`config.mk`:
```
export PLATFORM = sky130hd
export DESIGN_NAME = pu_accum_seq_flat
export DESIGN_NICKNAME = d
export VERILOG_FILES = /design/src/rtl/pu_accum_seq_pkg.sv /design/src/rtl/pu_accum_seq_if.sv /design/src/rtl/pu_accum_seq.sv /design/src/flat_wrapper.sv
export SDC_FILE = /design/constraint.sdc
export NUM_CORES = 1
export LEC_CHECK = 0
export ABC_AREA = 0
export CAP_MARGIN = 20
export CORE_ASPECT_RATIO = 0.5
export CORE_MARGIN = 8
export CORE_UTILIZATION = 35
export CTS_CLUSTER_DIAMETER = 50
export CTS_CLUSTER_SIZE = 28
export DETAILED_ROUTE_END_ITERATION = 16
export HOLD_SLACK_MARGIN = 0.08
export MAX_ROUTING_LAYER = met4
export PLACE_DENSITY = 0.69
export SLEW_MARGIN = 10
export SYNTH_ARGS = -nofsm -noshare
export SYNTH_HDL_FRONTEND = slang
export SYNTH_SLANG_ARGS = --single-unit
export TNS_END_PERCENT = 1
```
`constraint.sdc`:
```
create_clock -name clk -period 2.05 [get_ports clk]
set_input_delay 0.3075 -clock clk [delete_from_list [all_inputs] [get_ports clk]]
set_output_delay 0.3075 -clock clk [all_outputs]
set_load 0.005 [all_outputs]
```
`src/rtl/pu_accum_seq_pkg.sv`:
```
// Shared types for the pu_accum control sequencer: FSM state encoding,
// pu_accum control-word layout and gap-timer sizing.
package pu_accum_seq_pkg;

    typedef enum logic [2:0] {
        ST_WAIT   = 3'd0,
        ST_LOAD   = 3'd1,
        ST_GAP    = 3'd2,
        ST_READ   = 3'd3,
        ST_RESULT = 3'd4
    } state_t;

    // pu_accum control word, MSB first: load, init, neg, oe
    typedef struct packed {
        logic load;
        logic init;
        logic neg;
        logic oe;
    } ctrl_t;

    localparam int GAP_CNT_W = 4;

    function automatic logic [GAP_CNT_W-1:0] gap_reload(input int gap_cycles);
        return GAP_CNT_W'(gap_cycles - 1);
    endfunction

endpackage

```
`src/rtl/pu_accum_seq_if.sv`:
```
// Operand stream, result stream and pu_accum control/readback signals
// of one sequencer; master is the sequencer side.
interface pu_accum_seq_if #(
    parameter int DATA_WIDTH = 2,
    parameter int ATTR_WIDTH = 4
);
    logic                  op_valid;
    logic                  op_ready;
    logic [DATA_WIDTH-1:0] op_data;
    logic [ATTR_WIDTH-1:0] op_attr;
    logic                  op_neg;
    logic                  op_last;

    logic                  signal_load;
    logic                  signal_init;
    logic                  signal_neg;
    logic                  signal_oe;
    logic [DATA_WIDTH-1:0] data_in;
    logic [ATTR_WIDTH-1:0] attr_in;
    logic [DATA_WIDTH-1:0] pu_data_out;
    logic [ATTR_WIDTH-1:0] pu_attr_out;

    logic                  res_valid;
    logic                  res_ready;
    logic [DATA_WIDTH-1:0] res_data;
    logic [ATTR_WIDTH-1:0] res_attr;
    logic                  busy;

    modport master (
        input  op_valid, op_data, op_attr, op_neg, op_last, res_ready, pu_data_out, pu_attr_out,
        output op_ready, signal_load, signal_init, signal_neg, signal_oe, data_in, attr_in,
               res_valid, res_data, res_attr, busy
    );

    modport slave (
        output op_valid, op_data, op_attr, op_neg, op_last, res_ready, pu_data_out, pu_attr_out,
        input  op_ready, signal_load, signal_init, signal_neg, signal_oe, data_in, attr_in,
               res_valid, res_data, res_attr, busy
    );
endinterface

```
`src/rtl/pu_accum_seq.sv`:
```
// Control-side sequencer for one pu_accum: turns an operand job stream into
// registered PU control words, reads the result back and offers it downstream.
//   state     | meaning
//   ST_WAIT   | idle or between operands, op_ready=1
//   ST_LOAD   | load pulse for the captured operand (init on job-first)
//   ST_GAP    | GAP_CYCLES quiet cycles, all controls 0
//   ST_READ   | oe strobe, result captured at end of cycle
//   ST_RESULT | res_valid held until res_ready
module pu_accum_seq
    import pu_accum_seq_pkg::*;
#(
    parameter int DATA_WIDTH = 2,
    parameter int ATTR_WIDTH = 4,
    parameter int GAP_CYCLES = 1
) (
    input  logic           clk,
    input  logic           rst_n,
    pu_accum_seq_if.master bus
);
    localparam logic [GAP_CNT_W-1:0] GAP_RELOAD = gap_reload(GAP_CYCLES);

    state_t                r_state;
    ctrl_t                 r_ctrl;
    logic                  r_first;
    logic                  r_last;
    logic [GAP_CNT_W-1:0]  r_gap_cnt;
    logic [DATA_WIDTH-1:0] r_data_in;
    logic [ATTR_WIDTH-1:0] r_attr_in;
    logic                  r_op_ready;
    logic                  r_busy;
    logic                  r_res_valid;
    logic [DATA_WIDTH-1:0] r_res_data;
    logic [ATTR_WIDTH-1:0] r_res_attr;

    always_ff @(posedge clk) begin
        if (!rst_n) begin
            r_state     <= ST_WAIT;
            r_ctrl      <= '0;
            r_first     <= 1'b1;
            r_last      <= 1'b0;
            r_gap_cnt   <= '0;
            r_data_in   <= '0;
            r_attr_in   <= '0;
            r_op_ready  <= 1'b1;
            r_busy      <= 1'b0;
            r_res_valid <= 1'b0;
            r_res_data  <= '0;
            r_res_attr  <= '0;
        end else begin
            r_ctrl    <= '0;
            r_data_in <= '0;
            r_attr_in <= '0;
            case (r_state)
                ST_WAIT: begin
                    if (bus.op_valid) begin
                        // the load word is built here so it is on the PU pins in LOAD
                        r_ctrl.load <= 1'b1;
                        r_ctrl.init <= r_first;
                        r_ctrl.neg  <= bus.op_neg;
                        r_data_in   <= bus.op_data;
                        r_attr_in   <= bus.op_attr;
                        r_last      <= bus.op_last;
                        r_op_ready  <= 1'b0;
                        r_busy      <= 1'b1;
                        r_state     <= ST_LOAD;
                    end
                end
                ST_LOAD: begin
                    r_first   <= 1'b0;
                    r_gap_cnt <= GAP_RELOAD;
                    r_state   <= ST_GAP;
                end
                ST_GAP: begin
                    if (r_gap_cnt == '0) begin
                        if (r_last) begin
                            r_ctrl.oe <= 1'b1;
                            r_state   <= ST_READ;
                        end else begin
                            r_op_ready <= 1'b1;
                            r_state    <= ST_WAIT;
                        end
                    end else begin
                        r_gap_cnt <= r_gap_cnt - 1'b1;
                    end
                end
                ST_READ: begin
                    r_res_data  <= bus.pu_data_out;
                    r_res_attr  <= bus.pu_attr_out;
                    r_res_valid <= 1'b1;
                    r_state     <= ST_RESULT;
                end
                ST_RESULT: begin
                    if (bus.res_ready) begin
                        r_res_valid <= 1'b0;
                        r_busy      <= 1'b0;
                        r_first     <= 1'b1;
                        r_op_ready  <= 1'b1;
                        r_state     <= ST_WAIT;
                    end
                end
                default: begin
                    r_op_ready <= 1'b1;
                    r_state    <= ST_WAIT;
                end
            endcase
        end
    end

    assign bus.op_ready    = r_op_ready;
    assign bus.signal_load = r_ctrl.load;
    assign bus.signal_init = r_ctrl.init;
    assign bus.signal_neg  = r_ctrl.neg;
    assign bus.signal_oe   = r_ctrl.oe;
    assign bus.data_in     = r_data_in;
    assign bus.attr_in     = r_attr_in;
    assign bus.res_valid   = r_res_valid;
    assign bus.res_data    = r_res_data;
    assign bus.res_attr    = r_res_attr;
    assign bus.busy        = r_busy;
endmodule

```
`src/flat_wrapper.sv`:
```
// flat-port wrapper written by rule: the top's interface ports become plain ports
module pu_accum_seq_flat import pu_accum_seq_pkg::*;
#(
    parameter int DATA_WIDTH = 2,
    parameter int ATTR_WIDTH = 4,
    parameter int GAP_CYCLES = 1
)
  (clk, rst_n, bus_op_valid, bus_op_data, bus_op_attr, bus_op_neg, bus_op_last, bus_res_ready, bus_pu_data_out, bus_pu_attr_out, bus_op_ready, bus_signal_load, bus_signal_init, bus_signal_neg, bus_signal_oe, bus_data_in, bus_attr_in, bus_res_valid, bus_res_data, bus_res_attr, bus_busy);
  pu_accum_seq_if #(.DATA_WIDTH(DATA_WIDTH), .ATTR_WIDTH(ATTR_WIDTH)) bus_i ();
  input  logic clk;
  input  logic rst_n;
  input wire logic [$bits(bus_i.op_valid)-1:0] bus_op_valid;
  input wire logic [$bits(bus_i.op_data)-1:0] bus_op_data;
  input wire logic [$bits(bus_i.op_attr)-1:0] bus_op_attr;
  input wire logic [$bits(bus_i.op_neg)-1:0] bus_op_neg;
  input wire logic [$bits(bus_i.op_last)-1:0] bus_op_last;
  input wire logic [$bits(bus_i.res_ready)-1:0] bus_res_ready;
  input wire logic [$bits(bus_i.pu_data_out)-1:0] bus_pu_data_out;
  input wire logic [$bits(bus_i.pu_attr_out)-1:0] bus_pu_attr_out;
  output wire logic [$bits(bus_i.op_ready)-1:0] bus_op_ready;
  output wire logic [$bits(bus_i.signal_load)-1:0] bus_signal_load;
  output wire logic [$bits(bus_i.signal_init)-1:0] bus_signal_init;
  output wire logic [$bits(bus_i.signal_neg)-1:0] bus_signal_neg;
  output wire logic [$bits(bus_i.signal_oe)-1:0] bus_signal_oe;
  output wire logic [$bits(bus_i.data_in)-1:0] bus_data_in;
  output wire logic [$bits(bus_i.attr_in)-1:0] bus_attr_in;
  output wire logic [$bits(bus_i.res_valid)-1:0] bus_res_valid;
  output wire logic [$bits(bus_i.res_data)-1:0] bus_res_data;
  output wire logic [$bits(bus_i.res_attr)-1:0] bus_res_attr;
  output wire logic [$bits(bus_i.busy)-1:0] bus_busy;
  assign bus_i.op_valid = bus_op_valid;
  assign bus_i.op_data = bus_op_data;
  assign bus_i.op_attr = bus_op_attr;
  assign bus_i.op_neg = bus_op_neg;
  assign bus_i.op_last = bus_op_last;
  assign bus_i.res_ready = bus_res_ready;
  assign bus_i.pu_data_out = bus_pu_data_out;
  assign bus_i.pu_attr_out = bus_pu_attr_out;
  assign bus_op_ready = bus_i.op_ready;
  assign bus_signal_load = bus_i.signal_load;
  assign bus_signal_init = bus_i.signal_init;
  assign bus_signal_neg = bus_i.signal_neg;
  assign bus_signal_oe = bus_i.signal_oe;
  assign bus_data_in = bus_i.data_in;
  assign bus_attr_in = bus_i.attr_in;
  assign bus_res_valid = bus_i.res_valid;
  assign bus_res_data = bus_i.res_data;
  assign bus_res_attr = bus_i.res_attr;
  assign bus_busy = bus_i.busy;
  pu_accum_seq #(.DATA_WIDTH(DATA_WIDTH), .ATTR_WIDTH(ATTR_WIDTH), .GAP_CYCLES(GAP_CYCLES)) u_core (.clk(clk), .rst_n(rst_n), .bus(bus_i));
endmodule
```
==> results of run 1 <==
==> stage by stage <==
stage / cell area [sq um] / cells / total power [W] / setup WS (ns) / util (%)
after floorplan: 1120 / 126 / 0.000690 / 0.536 / -
after global placement: 1520 / 199 / 0.000772 / 0.358 / 50.2
after detailed placement: 1520 / 199 / 0.000776 / 0.311 / 50.2
after CTS: 1590 / 203 / 0.00121 / 0.390 / 52.5
after global routing: 1590 / 203 / 0.00125 / 0.278 / 52.5
final: 1590 / 203 / 0.00119 / 0.399 / 52.5
==> flip-flops by register name, indices dropped and copies added (netlist names), 2 cells and up <==
signal	flops
u_core.bus.attr_in	4
u_core.bus.data_in	2
u_core.bus.res_attr	4
u_core.bus.res_data	2
u_core.r_gap_cnt	4
u_core.r_state	3
==> synthesized netlist by cell type <==
| master | n | area share, % |
|---|---|---|
| o21ai_0 | 7 | 3.1 |
| nand3_1 | 7 | 3.1 |
| and3_1 | 1 | 0.56 |
| ha_1 | 1 | 1.1 |
| nand2b_1 | 3 | 1.7 |
| or3_1 | 2 | 1.1 |
| nor2b_1 | 2 | 1.1 |
| or3b_1 | 1 | 0.78 |
| nor2_1 | 5 | 1.7 |
| or3b_4 | 1 | 1.0 |
| o21a_1 | 2 | 1.3 |
| nand2b_4 | 1 | 1.2 |
| a211o_1 | 1 | 0.78 |
| a31oi_1 | 3 | 1.7 |
| nor2_4 | 1 | 1.0 |
| o21a_4 | 1 | 1.3 |
| nor3b_2 | 1 | 1.1 |
| inv_1 | 5 | 1.7 |
| clkbuf_1 | 2 | 0.67 |
| nor3_1 | 5 | 2.2 |
| dfxtp_1 | 28 | 50 |
| a21oi_1 | 14 | 6.3 |
| nor4_1 | 1 | 0.56 |
| o2111ai_1 | 1 | 0.78 |
| o211ai_1 | 2 | 1.3 |
| and2_1 | 8 | 4.5 |
| mux2i_1 | 1 | 0.90 |
| or4_1 | 1 | 0.67 |
| clkinv_1 | 1 | 0.34 |
| buf_2 | 3 | 1.3 |
| nand2_1 | 14 | 4.7 |
==> where the power goes <==
| part | switching, W | total [W] | internal (W) |
|---|---|---|---|
| Combinational | 0.0000709 | 0.000170 | 0.0000990 |
| Clock | 0.000169 | 0.000431 | 0.000261 |
| Sequential | 0.0000230 | 0.000592 | 0.000569 |
| Total | 0.000263 | 0.00119 | 0.000930 |
==> metal layers <==
metal	wire, um	global-route usage (%)	vias to the layer above	part of all wire, %
met5	0	-	-	0
met4	35	3.90	0	1.4
met3	156	3.36	5	6.0
met2	1270	16.5	21	49
met1	1130	10.3	449	44
li1	-	-	508	-
==> final timing paths <==
check        slack [ns]  cells past startpoint                      to                    from
max                0.40                      6     u_core.r_gap_cnt[2]     u_core.r_gap_cnt[0]
min                0.46                      2  u_core.bus.res_data[0]  u_core.bus.res_data[0]
max reg2reg        0.40                      6     u_core.r_gap_cnt[2]     u_core.r_gap_cnt[0]
min reg2reg        0.46                      2  u_core.bus.res_data[0]  u_core.bus.res_data[0]
==> layout by cell type (no fill, tap or decap), drive strengths merged <==
| master | n |
|---|---|
| nor4 | 1 |
| clkbuf | 3 |
| o2111ai | 1 |
| nor2b | 2 |
| nand3 | 7 |
| or3 | 2 |
| dfxtp | 28 |
| ha | 1 |
| a211o | 1 |
| nor3 | 5 |
| or3b | 2 |
| clkinv | 1 |
| o21a | 3 |
| buf | 2 |
| or4 | 1 |
| mux2i | 1 |
| inv | 5 |
| nand2 | 14 |
| bufinv | 1 |
| clkdlybuf4s50 | 36 |
| nand2b | 4 |
| nor2 | 6 |
| a31oi | 3 |
| nor3b | 1 |
| and2 | 8 |
| o211ai | 2 |
| o21ai | 7 |
| and3 | 1 |
| a21oi | 14 |
==> tightest hold or removal path, stage by stage (launching register included) <==
cell and delay (ns):
dfxtp_1 0.32, nand2_1 0.05, a21oi_1 0.05
==> logic make-up after synthesis <==
| logic type | Yosys count |
|---|---|
| mux | 1 |
| buf+inv | 11 |
| flops | 28 |
| simple gates | 54 |
| fa+ha+maj | 1 |
| compound gates | 31 |
==> final cells by class <==
| cell class | instances | area share (%) |
|---|---|---|
| Multi-Input combinational cell | 87 | 32.2 |
| Sequential cell | 28 | 35.2 |
| Clock inverter | 1 | 1.89 |
| Tap cell | 40 | 3.14 |
| Timing Repair Buffer | 38 | 23.6 |
| Inverter | 6 | 1.42 |
| Clock buffer | 3 | 2.59 |
==> summary.md, run 1 <==
| Metric | Value |
|---|---|
| Status | `completed` |
| Max clock buf depth | `2` |
| # nets final | `183` |
| Post-CTS sizing | `0` |
| Fmax | `0.606 GHz` |
| Vias in the first global route | `914` |
| CP delay by family, top | `simple AND/OR/NAND/NOR gates` |
| Ant diodes | `0` |
| Iter 0 DRT Violations | `53` |
| Initial core utilization | `36.9%` |
| Synth warnings | `0` |
| Simple-Gate Fraction of Synth Area | `27.1%` |
| Final wirelength | `2590 um` |
| Die Y | `56.0 um` |
| IO Port Bufs | `36` |
| Worst path slowest cell | `dfxtp_1` |
| CP arrival | `1.86 ns` |
| CTS root buf | `clkbuf_8` |
| Crit path max fanout | `6` |
| Seq cells post-synth | `28` |
| Post-synthesis cell count | `126` |
| Crit. End Element | `flip-flop` |
| Worst Clk Skew | `0.00201 ns` |
| Startpoint types | `flip-flop` |
| Worst Hold Class | `flip-flop to flip-flop` |
| Multi-input logic area | `512 sq um` |
| Clock latency on the worst-skew pair | `0.27 ns` |
| Power density over the cells | `750 mW/mm^2` |
| TritonCTS Sinks | `28` |
| Syn Nets | `145` |
| Post-Synth XOR/XNOR Area | `0%` |
| Worst-path cell chain | `inv_1 -> ha_1 -> nor3b_2 -> o21a_4 -> or3_1 -> a21oi_1` |
| Drt wl/cell | `12.7 um` |
| Slew HR | `65.9%` |
| Mux contribution to synthesized area | `0.896%` |
| Num CTS Buffers | `3` |
| Hold Buf Count CTS | `0` |
| Slew Viols, Final | `0` |
| Mapped cell area | `0.00112 sq mm` |
| Unrepaired setup endpoints after global routing | `false` |
| Post-CTS setup buffer count | `0` |
| Fin crit share | `80.5%` |
| VDD IR-drop max | `0.296 mV` |
| Final setup violation count | `0` |
| Width of the die | `95.9 um` |
| Layout cell share with drive strength beyond 1 | `6.75%` |
| CTS tree | `done` |
| Largest stage delay, worst path | `0.40 ns` |
| Final ANT Viol Nets | `0` |
| Sequential-to-total area share from yosys stat | `50.2%` |
| Syn Area/Cell | `8.87 sq um` |
| Worst Path Class, Setup | `flip-flop to flip-flop` |
| Hold violation count in the final report | `0` |
| Via Count | `983` |
| Final GP Congestion | `0.789` |
| Post-detail-place hpwl | `2030 um` |
| DR vias/cell | `4.84` |
| Die area | `0.00537 sq mm` |
| # IOs | `37` |
| First-pass GRT wire length | `4060 um` |
| CP required | `2.26 ns` |
| Largest family of logic cells by synthesized area | `simple AND/OR/NAND/NOR gates` |
| First-pass iteration count of the detailed router | `4` |
| Seq. cell area | `561 sq um` |
| Clock slew at reported path FFs | `0.09 ns` |
| CP bufs+invs | `1` |
| Hold Worst Slack | `0.459 ns` |
| Complex-gate fraction of the synthesized area | `16.7%` |
| P&R area growth vs syn | `42.4%` |
| Worst-margin pin slew | `0.511 ns` |
| Initial antenna violation count | `0` |
| Synth cell types | `31` |
| Largest net degree at the start of global routing | `17` |
| Synth Area in Adders | `1.12%` |
| Period minus WS final | `1.65 ns` |
| Gr ovfl total | `0` |
| Fill cell count | `288` |
| # rows | `14` |
| Setup TNS Final | `0 ns` |
| H-tree levels | `1` |
| DRC | `0` |
| Max Cap Viol | `0` |
| GRT Overall Usage | `9.81%` |
| Core area | `0.00303 sq mm` |
| Pleak | `0.587 nW` |
No activity file was read; power rests on OpenSTA's default activity.
==> run 2: changes to the inputs <==
Clock period 2.05 ns to 1.6 ns, I/O delays scaled along.
==> run 2 against run 1 <==
Die area did not move. Combinational power rose by 40%. Wire length is 4.7% higher. Setup slack lost 0.31 ns. Final cell count up 3.4%. Sequential cell count unchanged. First-iteration DRC count rose by 43%. Maximum frequency up 9.3%. Via count rose by 3.1%. Critical endpoint unchanged. Largest power group unchanged.
==> summary.md, run 2 (synthesized netlist as in run 1, its figures left out) <==
| Metric | Value |
|---|---|
| TritonCTS Sinks | `28 (unchanged)` |
| Worst-margin pin slew | `0.434 ns (-0.0773 ns)` |
| # rows | `14 (unchanged)` |
| Internal power | `0.00121 W (+30%)` |
| Logic pwr share | `15.3% (+1.1 points)` |
| Max Cap Viol | `0 (unchanged)` |
| Initial core utilization | `36.9% (unchanged)` |
| Fin crit share | `94.5% (+14 points)` |
| NetSw | `0.000344 W (+31%)` |
| WHS Endpoint | `u_core.bus.res_data[1]` |
| Clock latency on the worst-skew pair | `0.28 ns (about the same)` |
| Worst Path Class, Setup | `flip-flop to flip-flop` |
| First-pass iteration count of the detailed router | `4 (unchanged)` |
| Clock slew at reported path FFs | `0.09 ns (about the same)` |
| Post-detail-place hpwl | `2070 um (+2.0%)` |
| Unrepaired setup endpoints after global routing | `false` |
| Gr ovfl total | `0 (unchanged)` |
| R2r endpoint | `u_core.r_gap_cnt[2]` |
| Pwr Total | `0.00155 W (+30%)` |
| Slew HR | `71.0% (+5.2 points)` |
| Commonest non-fill, non-tap cell in the layout | `clkdlybuf4s50_1` |
| CTS tree | `done` |
| CP arrival | `1.72 ns (-0.14 ns)` |
| Placement Setup Slack | `-0.0247 ns (-0.335 ns)` |
| H-tree levels | `1 (unchanged)` |
| Final Worst Setup Slack | `0.0886 ns (-0.310 ns)` |
| Period minus WS final | `1.51 ns (-0.140 ns)` |
| Worst Clk Skew | `0.00572 ns (+0.00371 ns)` |
| Slew Viols, Final | `0 (unchanged)` |
| HP Start | `u_core.bus.res_data[1]` |
| Startpoint types | `flip-flop` |
| Placed insts | `206 (+3.5%)` |
| DRC | `0 (unchanged)` |
| Die area | `0.00537 sq mm (unchanged)` |
| First-pass GRT wire length | `4280 um (+5.6%)` |
| Clock power share | `35.7% (-0.4 points)` |
| Final ANT Viol Nets | `0 (unchanged)` |
| Hold violation count in the final report | `0 (unchanged)` |
| Fmax | `0.662 GHz (+9.3%)` |
| Num CTS Buffers | `3 (unchanged)` |
| R2r setup slk | `0.09 ns (-0.31 ns)` |
| # IOs | `37 (unchanged)` |
| Hold Buf Count CTS | `0 (unchanged)` |
| Initial antenna violation count | `0 (unchanged)` |
| Drt wl/cell | `12.9 um (+1.2%)` |
| CTS root buf | `clkbuf_8` |
| Power density over the cells | `940 mW/mm^2 (+25%)` |
| Core area | `0.00303 sq mm (unchanged)` |
| Worst Hold Class | `flip-flop to flip-flop` |
| GRT Overall Usage | `10.6% (+0.76 points)` |
| Commonest cells after routing, fill and taps aside | `clkdlybuf4s50_1, dfxtp_1, nand2_1, a21oi_1, buf_4` |
| Crit path max fanout | `5 (-1)` |
| Die Y | `56.0 um (unchanged)` |
| P&R area growth vs syn | `47.9%` |
| Pleak | `0.626 nW (+6.7%)` |
| Status | `completed` |
| Ant diodes | `0 (unchanged)` |
| Hold path cells | `2 (unchanged)` |
| Max clock buf depth | `2 (unchanged)` |
| Final GP Congestion | `0.764 (-3.1%)` |
| Vias in the first global route | `905 (-0.98%)` |
| R2R cell count | `6 (unchanged)` |
| Via Count | `1,013 (+3.1%)` |
| CP required | `1.81 ns (-0.45 ns)` |
| Layout cell share with drive strength beyond 1 | `11.8% (+5.0 points)` |
| Final setup violation count | `0 (unchanged)` |
| Crit. End Element | `flip-flop` |
| Reg power frac | `49.0% (-0.7 points)` |
| Post-CTS setup buffer count | `0 (unchanged)` |
| Width of the die | `95.9 um (unchanged)` |
| Final wirelength | `2710 um (+4.7%)` |
| Sw Ratio | `22.2% (+0.095 points)` |
| Iter 0 DRT Violations | `76 (+43%)` |
| DR vias/cell | `4.82 (-0.38%)` |
| IO Port Bufs | `36 (unchanged)` |
| VDD IR-drop max | `0.405 mV (+37%)` |
| # nets final | `190 (+3.8%)` |
| Final cell count without fillers | `210 (+3.4%)` |
| Largest net degree at the start of global routing | `17 (unchanged)` |
| R2R Path Start | `u_core.r_gap_cnt[0]` |
==> run 2: routing by layer <==
metal	routed length, um	global-route usage [%]	up-vias
li1	-	-	524
met1	1230	11.8	464
met2	1290	16.5	21
met3	139	3.50	4
met4	51	5.21	0
met5	0	-	-
==> run 2: worst max-delay path by stage <==
| stage | slack [ns] | endpoint | from | depth (start not counted) |
|---|---|---|---|---|
| CTS | 0.04 | u_core.r_gap_cnt[2] | u_core.r_gap_cnt[1] | 6 |
| floorplan | 0.09 | u_core.r_gap_cnt[2] | u_core.r_gap_cnt[0] | 6 |
| finish | 0.09 | u_core.r_gap_cnt[2] | u_core.r_gap_cnt[0] | 6 |
| detailed placement | -0.02 | u_core.r_last | bus_op_valid | 5 |
| global placement | -0.007 | u_core.r_last | bus_op_valid | 5 |
| global route | 0.01 | u_core.r_gap_cnt[2] | u_core.r_gap_cnt[0] | 6 |
==> run 2: power by group through the flow <==
stage                     Combinational (W)  Sequential, W  Clock, W
after floorplan                    0.000119       0.000765         0
after global placement             0.000235       0.000773         0
after CTS                          0.000237       0.000759  0.000572
final                              0.000238       0.000760  0.000555
after detailed placement           0.000236       0.000775         0
after global routing               0.000261       0.000766  0.000594
==> run 2: worst max-delay path, cell delays in order (launching register included) <==
cell	delay (ns)
dfxtp_2	0.34
inv_1	0.04
ha_1	0.21
nor3b_4	0.17
o21a_4	0.23
or3_1	0.34
a21oi_1	0.13
==> run 2: layout make-up <==
| type | instances | area (sq um) |
|---|---|---|
| inverters | 6 | 22.5 |
| flip-flops and latches | 28 | 563 |
| clock buffers | 3 | 41.3 |
| clock inverters | 1 | 30.0 |
| repair buffers | 45 | 428 |
| multi-input cells | 87 | 518 |
| fillers | 287 | 1380 |
| well taps | 40 | 50.0 |
==> run 2: stage by stage <==
step	hold WS [ns]	util (%)	area, sq um	TNS, ns
floorplan	0.321	-	1120	0
global placement	0.443	51.9	1570	-0.00707
detailed placement	0.447	51.9	1570	-0.0247
CTS	0.461	54.3	1640	0
global route	0.494	54.5	1650	0
finish	0.458	54.5	1650	0
==> run 2: repair_timing <==
item | CTS | global route
gates resized for setup | 0 | 3
setup endpoints to repair | 0 | 2
hold endpoints to repair | 0 | 0
